==> src/rtl/oclib_button_events.sv <==
// Turns a debounced button level into one-cycle event pulses
// (press, release, short, long, double click, auto-repeat) plus a held level.
module oclib_button_events #(
  parameter int LongCycles   = 1000,
  parameter int DoubleCycles = 300,
  parameter int RepeatCycles = 200
) (
  input  logic clock,
  input  logic resetN,
  input  logic in,
  output logic pressPulse,
  output logic releasePulse,
  output logic shortPress,
  output logic longPress,
  output logic doubleClick,
  output logic repeatPulse,
  output logic held
);

  localparam int MaxLD     = (LongCycles > DoubleCycles) ? LongCycles : DoubleCycles;
  localparam int MaxCycles = (MaxLD > RepeatCycles) ? MaxLD : RepeatCycles;
  localparam int CounterW  = $clog2(MaxCycles + 1);

  // The high sample that enters PRESSED/PRESSED2 is the first high, so the
  // long threshold is reached when the in-state count sits at LongCycles-2.
  localparam logic [CounterW-1:0] LongLast   = CounterW'(LongCycles - 2);
  localparam logic [CounterW-1:0] DoubleLast = CounterW'(DoubleCycles - 1);
  localparam logic [CounterW-1:0] RepeatLast =
    CounterW'((RepeatCycles == 0) ? 0 : RepeatCycles - 1);

  typedef enum logic [2:0] {
    ARM,
    IDLE,
    PRESSED,
    WAIT2,
    PRESSED2,
    LONG
  } state_t;

  state_t                r_state;
  logic [CounterW-1:0]   r_count;
  logic [CounterW-1:0]   w_countInc;

  assign w_countInc = (r_count == '1) ? r_count : r_count + CounterW'(1);

  always_ff @(posedge clock) begin
    pressPulse   <= 1'b0;
    releasePulse <= 1'b0;
    shortPress   <= 1'b0;
    longPress    <= 1'b0;
    doubleClick  <= 1'b0;
    repeatPulse  <= 1'b0;
    if (!resetN) begin
      r_state <= ARM;
      r_count <= '0;
      held    <= 1'b0;
    end else begin
      case (r_state)
        ARM: begin
          held <= 1'b0;
          if (!in) begin
            r_state <= IDLE;
            r_count <= '0;
          end
        end
        IDLE: begin
          held <= 1'b0;
          if (in) begin
            r_state    <= PRESSED;
            r_count    <= '0;
            pressPulse <= 1'b1;
            held       <= 1'b1;
          end
        end
        PRESSED: begin
          held <= 1'b1;
          if (!in) begin
            r_state      <= WAIT2;
            r_count      <= '0;
            releasePulse <= 1'b1;
            held         <= 1'b0;
          end else if (r_count == LongLast) begin
            r_state   <= LONG;
            r_count   <= '0;
            longPress <= 1'b1;
          end else begin
            r_count <= w_countInc;
          end
        end
        WAIT2: begin
          held <= 1'b0;
          // Any high while waiting is a second press, even on the timeout sample.
          if (in) begin
            r_state     <= PRESSED2;
            r_count     <= '0;
            pressPulse  <= 1'b1;
            doubleClick <= 1'b1;
            held        <= 1'b1;
          end else if (r_count == DoubleLast) begin
            r_state    <= IDLE;
            r_count    <= '0;
            shortPress <= 1'b1;
          end else begin
            r_count <= w_countInc;
          end
        end
        PRESSED2: begin
          held <= 1'b1;
          if (!in) begin
            r_state      <= IDLE;
            r_count      <= '0;
            releasePulse <= 1'b1;
            held         <= 1'b0;
          end else if (r_count == LongLast) begin
            r_state   <= LONG;
            r_count   <= '0;
            longPress <= 1'b1;
          end else begin
            r_count <= w_countInc;
          end
        end
        LONG: begin
          held <= 1'b1;
          if (!in) begin
            r_state      <= IDLE;
            r_count      <= '0;
            releasePulse <= 1'b1;
            held         <= 1'b0;
          end else if (RepeatCycles != 0 && r_count == RepeatLast) begin
            r_count     <= '0;
            repeatPulse <= 1'b1;
          end else begin
            r_count <= w_countInc;
          end
        end
        default: begin
          r_state <= ARM;
          r_count <= '0;
          held    <= 1'b0;
        end
      endcase
    end
  end

endmodule

==> config.mk <==
export PLATFORM = sky130hd
export DESIGN_NAME = oclib_button_events
export DESIGN_NICKNAME = d
export VERILOG_FILES = /design/src/rtl/oclib_button_events.sv
export SDC_FILE = /design/constraint.sdc
export NUM_CORES = 1
export LEC_CHECK = 0
export CAP_MARGIN = 15
export CORE_MARGIN = 2
export CORE_UTILIZATION = 55
export DETAILED_ROUTE_END_ITERATION = 6
export PLACE_DENSITY = 0.82
export SLEW_MARGIN = 20
export SYNTH_ARGS = -nofsm -noshare
export SYNTH_HDL_FRONTEND = slang
export SYNTH_SLANG_ARGS = --single-unit
==> constraint.sdc <==
create_clock -name clock -period 3 [get_ports clock]
set_input_delay 0.6 -clock clock [delete_from_list [all_inputs] [get_ports clock]]
set_output_delay 0.6 -clock clock [all_outputs]
set_load 0.01 [all_outputs]
==> impl_metrics.toml, run 1 <==
[outcome]
outcome = "complete, no violations"

[logic_synthesis]
synth_common_cells = "dfxtp_1, nand2_1, nor2_1"
ys_types = 44
synth_nets = 146
yosysMostFrequentCell = "dfxtp_1"
synth_edf_count = 0
syn_inst = 139
synth_top_area_cell = "dfxtp_1"
ys_warn_count = 0
ys_ff_latch = 20
synth_area_leaders = "dfxtp_1, xnor2_1, ha_1"
syn_area_um2 = 1195
ys_seq_area_frac = 0.3351
ys.flop_type = "dfxtp_1"
avgSynthCellArea_um2 = 8.596
synth-async-reset-ratio = 0
synth_top_area_frac = 0.3351

[job]
cap_violations = 0

[drt]
vias_per_cell = 5.943
num_vias = 1034
drt-pass1-iter-count = 4
drt-initial-drc-count = 22
drc_errors = 0
drt_wl_total_mm = 2.579
avgRoutedWirePerCell_um = 14.82
antenna_left = 0

[sta]
fin_skew_ps = 1.482
report.final.slew_viol_count = 0
slew_headroom = 0.6111
fmax_mhz = 416.6
hold_viol = 0
holdWs_ps = 563.4
final.setup.worst_slack_ps = 599.9
setup_tns_ps = 0
worstMarginPinSlew_ps = 582.5
finalCritPeriodShare = 0.8000
finalSetupViolCount = 0
fin_crit_ps = 2400
rsz0062_at_grt = "no"

[setup_path]
required_ps = 3220
start_kind = "flip-flop"
cp-end-kind = "flip-flop"
path_class = "flip-flop to flip-flop"
cp_max_fo = 12
critPathArrivalTime_ps = 2620

[power_and_ir_drop]
ir_drop_mv = 0.3216
powerDensity_nw_per_um2 = 567.7
p_leak_nw = 0.4882

[die]
dieArea_um2 = 2561
fp.dieW_um = 50.61
core_um2 = 2002
start_util = 0.5969
io_pins = 10
die_h_um = 50.61
rows = 16

[finish]
diodes = 0
seqCellArea_um2 = 400.4
fin_nets = 155
multi_input_area_um2 = 738.2
nFillCells = 171
stdcell_area_um2 = 1353
fin_cells = 174
drive_above_1_share = 0.1088
synthToLayoutAreaGrowth_pct = 13.19

[global_route]
grt_pass1_wl_mm = 4.388
grt_antenna_before_repair = 0
grt_usage = 0.2214
grt_pass1_vias = 1014
grt.overflow.total = 0
grt_max_degree = 18

[clock_tree]
ctsResizeCount = 0
cts_post_setup_buffers_inserted = 0
worstSkewPairLatency_ps = 300
cts.sinks = 20
cts_buffers = 3
tritoncts = "yes"
hold_buffers = 0
cts_max_path_buffers = 2
htreeDepth = 1
path_clk_slew_ps = 120
root_buffer = "clkbuf_4"

[placed_design]
gp_congestion = 0.8898
io_buffers = 9
dp_cells = 170
placed_area_um2 = 1300
pre_cts_ws_ps = 617.2
dpl.hpwl_mm = 1.867

[min_path]
hold_path_class = "flip-flop to flip-flop"
## placed cells by master, fill, tap and decap left out, types with 3 or more instances in the layout
master and instances:
nor4_1 3, a21oi_1 7, ha_1 4, clkdlybuf4s50_1 9, dfxtp_1 20, nor3_1 5, nand3_1 5, nor2b_1 3
inv_1 8, o21ai_0 3, nor3b_1 3, or2_2 4, a211oi_1 3, xnor2_1 6, nor2_1 11, nand2_1 13
clkbuf_4 3
## cells by family (layout without fill, tap and decap cells)
logic type	after synthesis	after routing	share of synthesized area
buf+inv	14	22	0.04712
xor+xnor	7	7	0.05131
flops	20	20	0.3351
fa+ha+maj	4	4	0.04189
simple gates	63	63	0.3162
mux	1	1	0.008377
compound gates	30	30	0.2000
## area by class of cell
cell class | count | area share
multi-input combinational | 105 | 0.5458
tap | 27 | 0.02498
sequential | 20 | 0.2960
clock buffer | 3 | 0.01665
clock inverter | 1 | 0.02220
inverter | 8 | 0.02220
timing repair buffer | 10 | 0.07216
## registers in the layout, summed over array words and instances (netlist names)
signal / count
longPress: 1
r_state: 3
pressPulse: 1
r_count: 10
doubleClick: 1
repeatPulse: 1
held: 1
releasePulse: 1
shortPress: 1
## through the flow
stage / utilization / power, mW
finish: 0.6756 / 0.7678
global route: 0.6756 / 0.8030
CTS: 0.6756 / 0.7678
detailed placement: 0.6494 / 0.5484
global placement: 0.6494 / 0.5328
floorplan: - / 0.4958
## worst max-delay path, cell delays in order (launching register included)
cell and delay (ps):
dfxtp_1 610, inv_1 180, ha_1 350, or4_1 520, o221ai_2 320, o21ai_4 140, a211oi_1 200
## power by group
group	leakage (nW)	total [mW]	internal, mW	switching (mW)
sequential	0.162	0.339	0.288	0.0506
clock	0.0279	0.223	0.135	0.0877
combinational	0.298	0.206	0.0924	0.114
## final timing paths
path	cells past startpoint	from	slack (ps)	to
max	6	r_state[1]	600	r_count[8]
min	2	r_count[1]	560	r_count[1]
max reg2reg	6	r_state[1]	600	r_count[8]
min reg2reg	2	r_count[1]	560	r_count[1]
## routing by layer
layer	GRT usage	wire length, um	part of all wire	vias to the layer above
met5	0	0	0	-
met4	0.07658	11	0.0043	0
met3	0.03571	80	0.031	2
met2	0.4123	1346	0.52	22
met1	0.2523	1140	0.44	493
li1	-	-	-	517
Power figures use the tool's default switching activity.
==> run 2: changes to the inputs <==
- CORE_UTILIZATION: 55 -> 51
- PLACE_DENSITY: 0.82 -> 0.8
- clock period: 3 -> 2.05 ns (I/O delays scaled with it)
==> impl_metrics.toml, run 2 (synthesis results as in run 1) <==
[clock_tree]
tritoncts = "yes"
cts.sinks = 20
htreeDepth = 1
path_clk_slew_ps = 120
worstSkewPairLatency_ps = 310
cts_buffers = 3
cts_max_path_buffers = 2
root_buffer = "clkbuf_4"

[finish]
drive_above_1_share = 0.1975
nFillCells = 196
synthToLayoutAreaGrowth_pct = 22.62
fin_nets = 170
largest_reg_flops = 10
layout_common_cells = "dfxtp_1, buf_4, nand2_1, nor2_1, clkdlybuf4s50_1"
fin_cells = 190
top_register = "r_count"
diodes = 0
reg_top3 = "r_count: 10 flops, r_state: 3 flops"
layout_commonest_cell = "dfxtp_1"

[drt]
drt-pass1-iter-count = 4
drt-initial-drc-count = 40
num_vias = 1133
drt_wl_total_mm = 2.756
drc_errors = 0
antenna_left = 0
vias_per_cell = 5.963
avgRoutedWirePerCell_um = 14.51

[sta]
hold_viol = 0
fin_skew_ps = 4.148
finalSetupViolCount = 0
rsz0062_at_grt = "no"
report.final.slew_viol_count = 0
fmax_mhz = 510.1
slew_headroom = 0.6812
worstMarginPinSlew_ps = 474.5
holdWs_ps = 547.1
fin_crit_ps = 1960
finalCritPeriodShare = 0.9563

[setup_path]
cp_max_fo = 8
critPathArrivalTime_ps = 2190
crit_start = "r_state[1]"
cp-end-kind = "flip-flop"
path_class = "flip-flop to flip-flop"
r2r_start = "r_state[1]"
start_kind = "flip-flop"
required_ps = 2280
reg2reg_slack_ps = 90

[die]
fp.dieW_um = 52.41
start_util = 0.5402
rows = 17
io_pins = 10
die_h_um = 52.41
dieArea_um2 = 2746
core_um2 = 2212

[global_route]
grt_pass1_vias = 1074
met3_usage = 0.02571
grt_max_degree = 17
grt_use_met1 = 0.2915
grt_usage = 0.2303
grt_busiest_layer = "met2"
grt_antenna_before_repair = 0
grt_use_met2 = 0.3917
grt.overflow.total = 0
grt_pass1_wl_mm = 4.747

[placed_design]
dp_cells = 183
dpl.hpwl_mm = 2.109
io_buffers = 9
gp_congestion = 0.8544

[power_and_ir_drop]
ir_drop_mv = 0.5537
p_leak_nw = 0.5612
powerDensity_nw_per_um2 = 762.8

[job]
cap_violations = 0

[min_path]
hold_path_startpoint = "r_count[1]"
hold_path_class = "flip-flop to flip-flop"

[outcome]
outcome = "complete, no violations"
[run 2: cell count changes in the layout (fill, tap and decap cells not counted), sizes merged]
cell	before	now
buf	1	16
bufinv	1	0
clkbuf	3	4
[run 2: per-stage QoR]
step	setup WS (ps)	total power, mW	setup TNS (ps)	util	instance area [um^2]
global route	4.791	1.184	0	0.6623	1465
detailed placement	-157.7	0.8775	-714.7	0.6341	1403
global placement	-66.90	0.8563	-235.0	0.6341	1403
finish	89.58	1.118	0	0.6623	1465
floorplan	1.661	0.7262	0	-	1206
CTS	55.68	1.110	0	0.6505	1439
[run 2: path summary, 6_finish.rpt]
| kind | to | depth (start not counted) |
|---|---|---|
| max | r_count[8] | 6 |
| min | r_count[1] | 2 |
| max reg2reg | r_count[8] | 6 |
| min reg2reg | r_count[1] | 2 |
[run 2: timing repair]
item | 4_1_cts | 5_1_grt
resized for setup | 0 | 1
hold buffers | 0 | 0
setup endpoints to repair | 0 | 5
buffers inserted | 0 | 3
[run 2: area by class of cell]
| cell class | count | area [um^2] | area share |
|---|---|---|---|
| Clock buffer | 4 | 36.28 | 0.02477 |
| Inverter | 8 | 30.03 | 0.02050 |
| Timing Repair Buffer | 25 | 210.2 | 0.1435 |
| Tap cell | 28 | 35.03 | 0.02391 |
| Multi-Input combinational cell | 105 | 753.2 | 0.5141 |
| Sequential cell | 20 | 400.4 | 0.2733 |
[run 2: critical path, cell delays in order (launching register included)]
cell      delay [ps]
dfxtp_1          360
inv_1             60
ha_1             320
or4_4            530
o221ai_4         270
o21ai_4          130
a211oi_1         210
[run 2: per-layer routing]
metal  vias up  wire [um]
li1        548          -
met5         -          0
met4         0         65
met3         9        121
met1       536       1173
met2        40       1396
[run 2: power breakdown]
group | switching (mW) | internal, mW | leakage (nW) | total (mW)
logic | 0.222 | 0.200 | 0.378 | 0.422
registers | 0.0356 | 0.422 | 0.162 | 0.458
clock network | 0.130 | 0.109 | 0.0210 | 0.238
==> run 3: changes to the inputs <==
- CTS_CLUSTER_DIAMETER: default -> 150
- clock period: 2.05 -> 1.6 ns (I/O delays scaled with it)
==> impl_metrics.toml, run 3 (synthesis results as in run 1) <==
[outcome]
outcome = "complete, but fails checks"
violations = "setup timing"

[die]
core_um2 = 2212
io_pins = 10
start_util = 0.5402
fp.dieW_um = 52.41
dieArea_um2 = 2746
rows = 17
die_h_um = 52.41

[finish]
synthToLayoutAreaGrowth_pct = 49.21
nFillCells = 146
largest_reg_flops = 10
reg_top3 = "r_count: 10 flops, r_state: 3 flops"
drive_above_1_share = 0.4202
fin_cells = 216
fin_nets = 197
top_register = "r_count"
diodes = 0
layout_commonest_cell = "buf_4"
layout_common_cells = "buf_4, dfxtp_1, nand2_1, nor2_1, clkdlybuf4s50_1"

[placed_design]
pre_cts_ws_ps = -545.6
io_buffers = 9
gp_congestion = 0.8692
dpl.hpwl_mm = 2.405
dp_cells = 209

[global_route]
grt_pass1_vias = 1249
grt_antenna_before_repair = 0
grt_pass1_wl_mm = 5.313
grt_use_met1 = 0.2860
grt_busiest_layer = "met2"
met3_usage = 0.02857
grt.overflow.total = 0
grt_max_degree = 16
grt_use_met2 = 0.4875
grt_usage = 0.2630

[clock_tree]
cts_max_path_buffers = 2
htreeDepth = 1
worstSkewPairLatency_ps = 300
path_clk_slew_ps = 120
root_buffer = "clkbuf_4"
hold_buffers = 0
cts_buffers = 3
cts.sinks = 20
tritoncts = "yes"

[setup_path]
path_class = "flip-flop to flip-flop"
r2r_start = "r_count[2]"
start_kind = "flip-flop"
critPathArrivalTime_ps = 2020
r2r-end = "r_count[1]"
required_ps = 1800
reg2reg_depth = 5
cp-end-kind = "flip-flop"
reg2reg_slack_ps = -230
cp_max_fo = 8

[sta]
rsz0062_at_grt = "yes"
report.final.slew_viol_count = 0
finalSetupViolCount = 13
final.setup.worst_slack_ps = -226.5
worstMarginPinSlew_ps = 297.0
fin_skew_ps = 2.963
finalCritPeriodShare = 1.142
slew_headroom = 0.8002
fmax_mhz = 547.5
hold_viol = 0
fin_crit_ps = 1826

[power_and_ir_drop]
ir_drop_mv = 0.5956
totalPowerFinal_mw = 1.503
p_leak_nw = 0.7192
powerDensity_nw_per_um2 = 842.8

[drt]
num_vias = 1215
drt_wl_total_mm = 3.194
vias_per_cell = 5.625
avgRoutedWirePerCell_um = 14.79
antenna_left = 0
drt-initial-drc-count = 22
drt-pass1-iter-count = 4
drc_errors = 0

[min_path]
hold_path_class = "flip-flop to flip-flop"
hold_path_startpoint = "r_state[0]"
holdPathEnd = "longPress"
whs_path_depth = 2

[job]
cap_violations = 0
run 3: cell types whose count changed in the layout (fill, tap and decap cells not counted), moves of 3 or more:
cell     before  now
buf_6         0    3
dfxtp_2       0    6
dfxtp_1      20   13
buf_4        16   40
run 3: how the worst max path moves through the flow:
stage | start | end | slack, ps | depth (start not counted)
3_5_place_dp | in | r_count[1] | -550 | 6
2_1_floorplan | r_state[1] | r_count[1] | -250 | 7
5_1_grt | r_count[3] | r_count[8] | -310 | 5
4_1_cts | r_count[2] | r_count[1] | -230 | 5
3_3_place_gp | in | r_count[1] | -490 | 6
6_report | r_count[2] | r_count[1] | -230 | 5
run 3: timing repair:
action,in CTS,in global routing
endpoints found under the setup margin,13,14
buffers inserted,1,3
gates resized for setup,7,11
pin swaps,8,5
run 3: metrics by stage:
stage                     hold WS, ps  setup TNS (ps)  cell area [um^2]    util
after floorplan                 467.1           -1658              1266       -
after global placement          551.3           -4530              1652  0.7466
after detailed placement        579.4           -5099              1652  0.7466
after CTS                       598.1           -2426              1710  0.7732
after global routing            625.3           -3404              1783  0.8060
final                           603.5           -2408              1783  0.8060
run 3: cell type report:
cell class | instances | area, um^2 | share of cell area
Multi-Input combinational cell | 105 | 857.1 | 0.4807
Timing Repair Buffer | 52 | 424.2 | 0.2379
Sequential cell | 20 | 411.6 | 0.2309
Tap cell | 28 | 35.03 | 0.01965
Inverter | 8 | 32.53 | 0.01825
Clock buffer | 3 | 22.52 | 0.01263
run 3: routing by layer:
layer | vias to the layer above | part of all wire
li1 | 603 | -
met1 | 566 | 0.40
met3 | 15 | 0.024
met5 | - | 0
met2 | 31 | 0.54
met4 | 0 | 0.036
run 3: critical path, cell delays in order, from the launching register on:
cell and delay (ps):
dfxtp_2 350, or4b_4 550, o311ai_4 270, o221ai_4 190, o21ai_4 280, a211oi_1 80
run 3: power by group:
part	total (mW)	internal [mW]	switching, mW
Clock	0.251	0.0879	0.163
Combinational	0.678	0.335	0.343
Sequential	0.574	0.542	0.0313
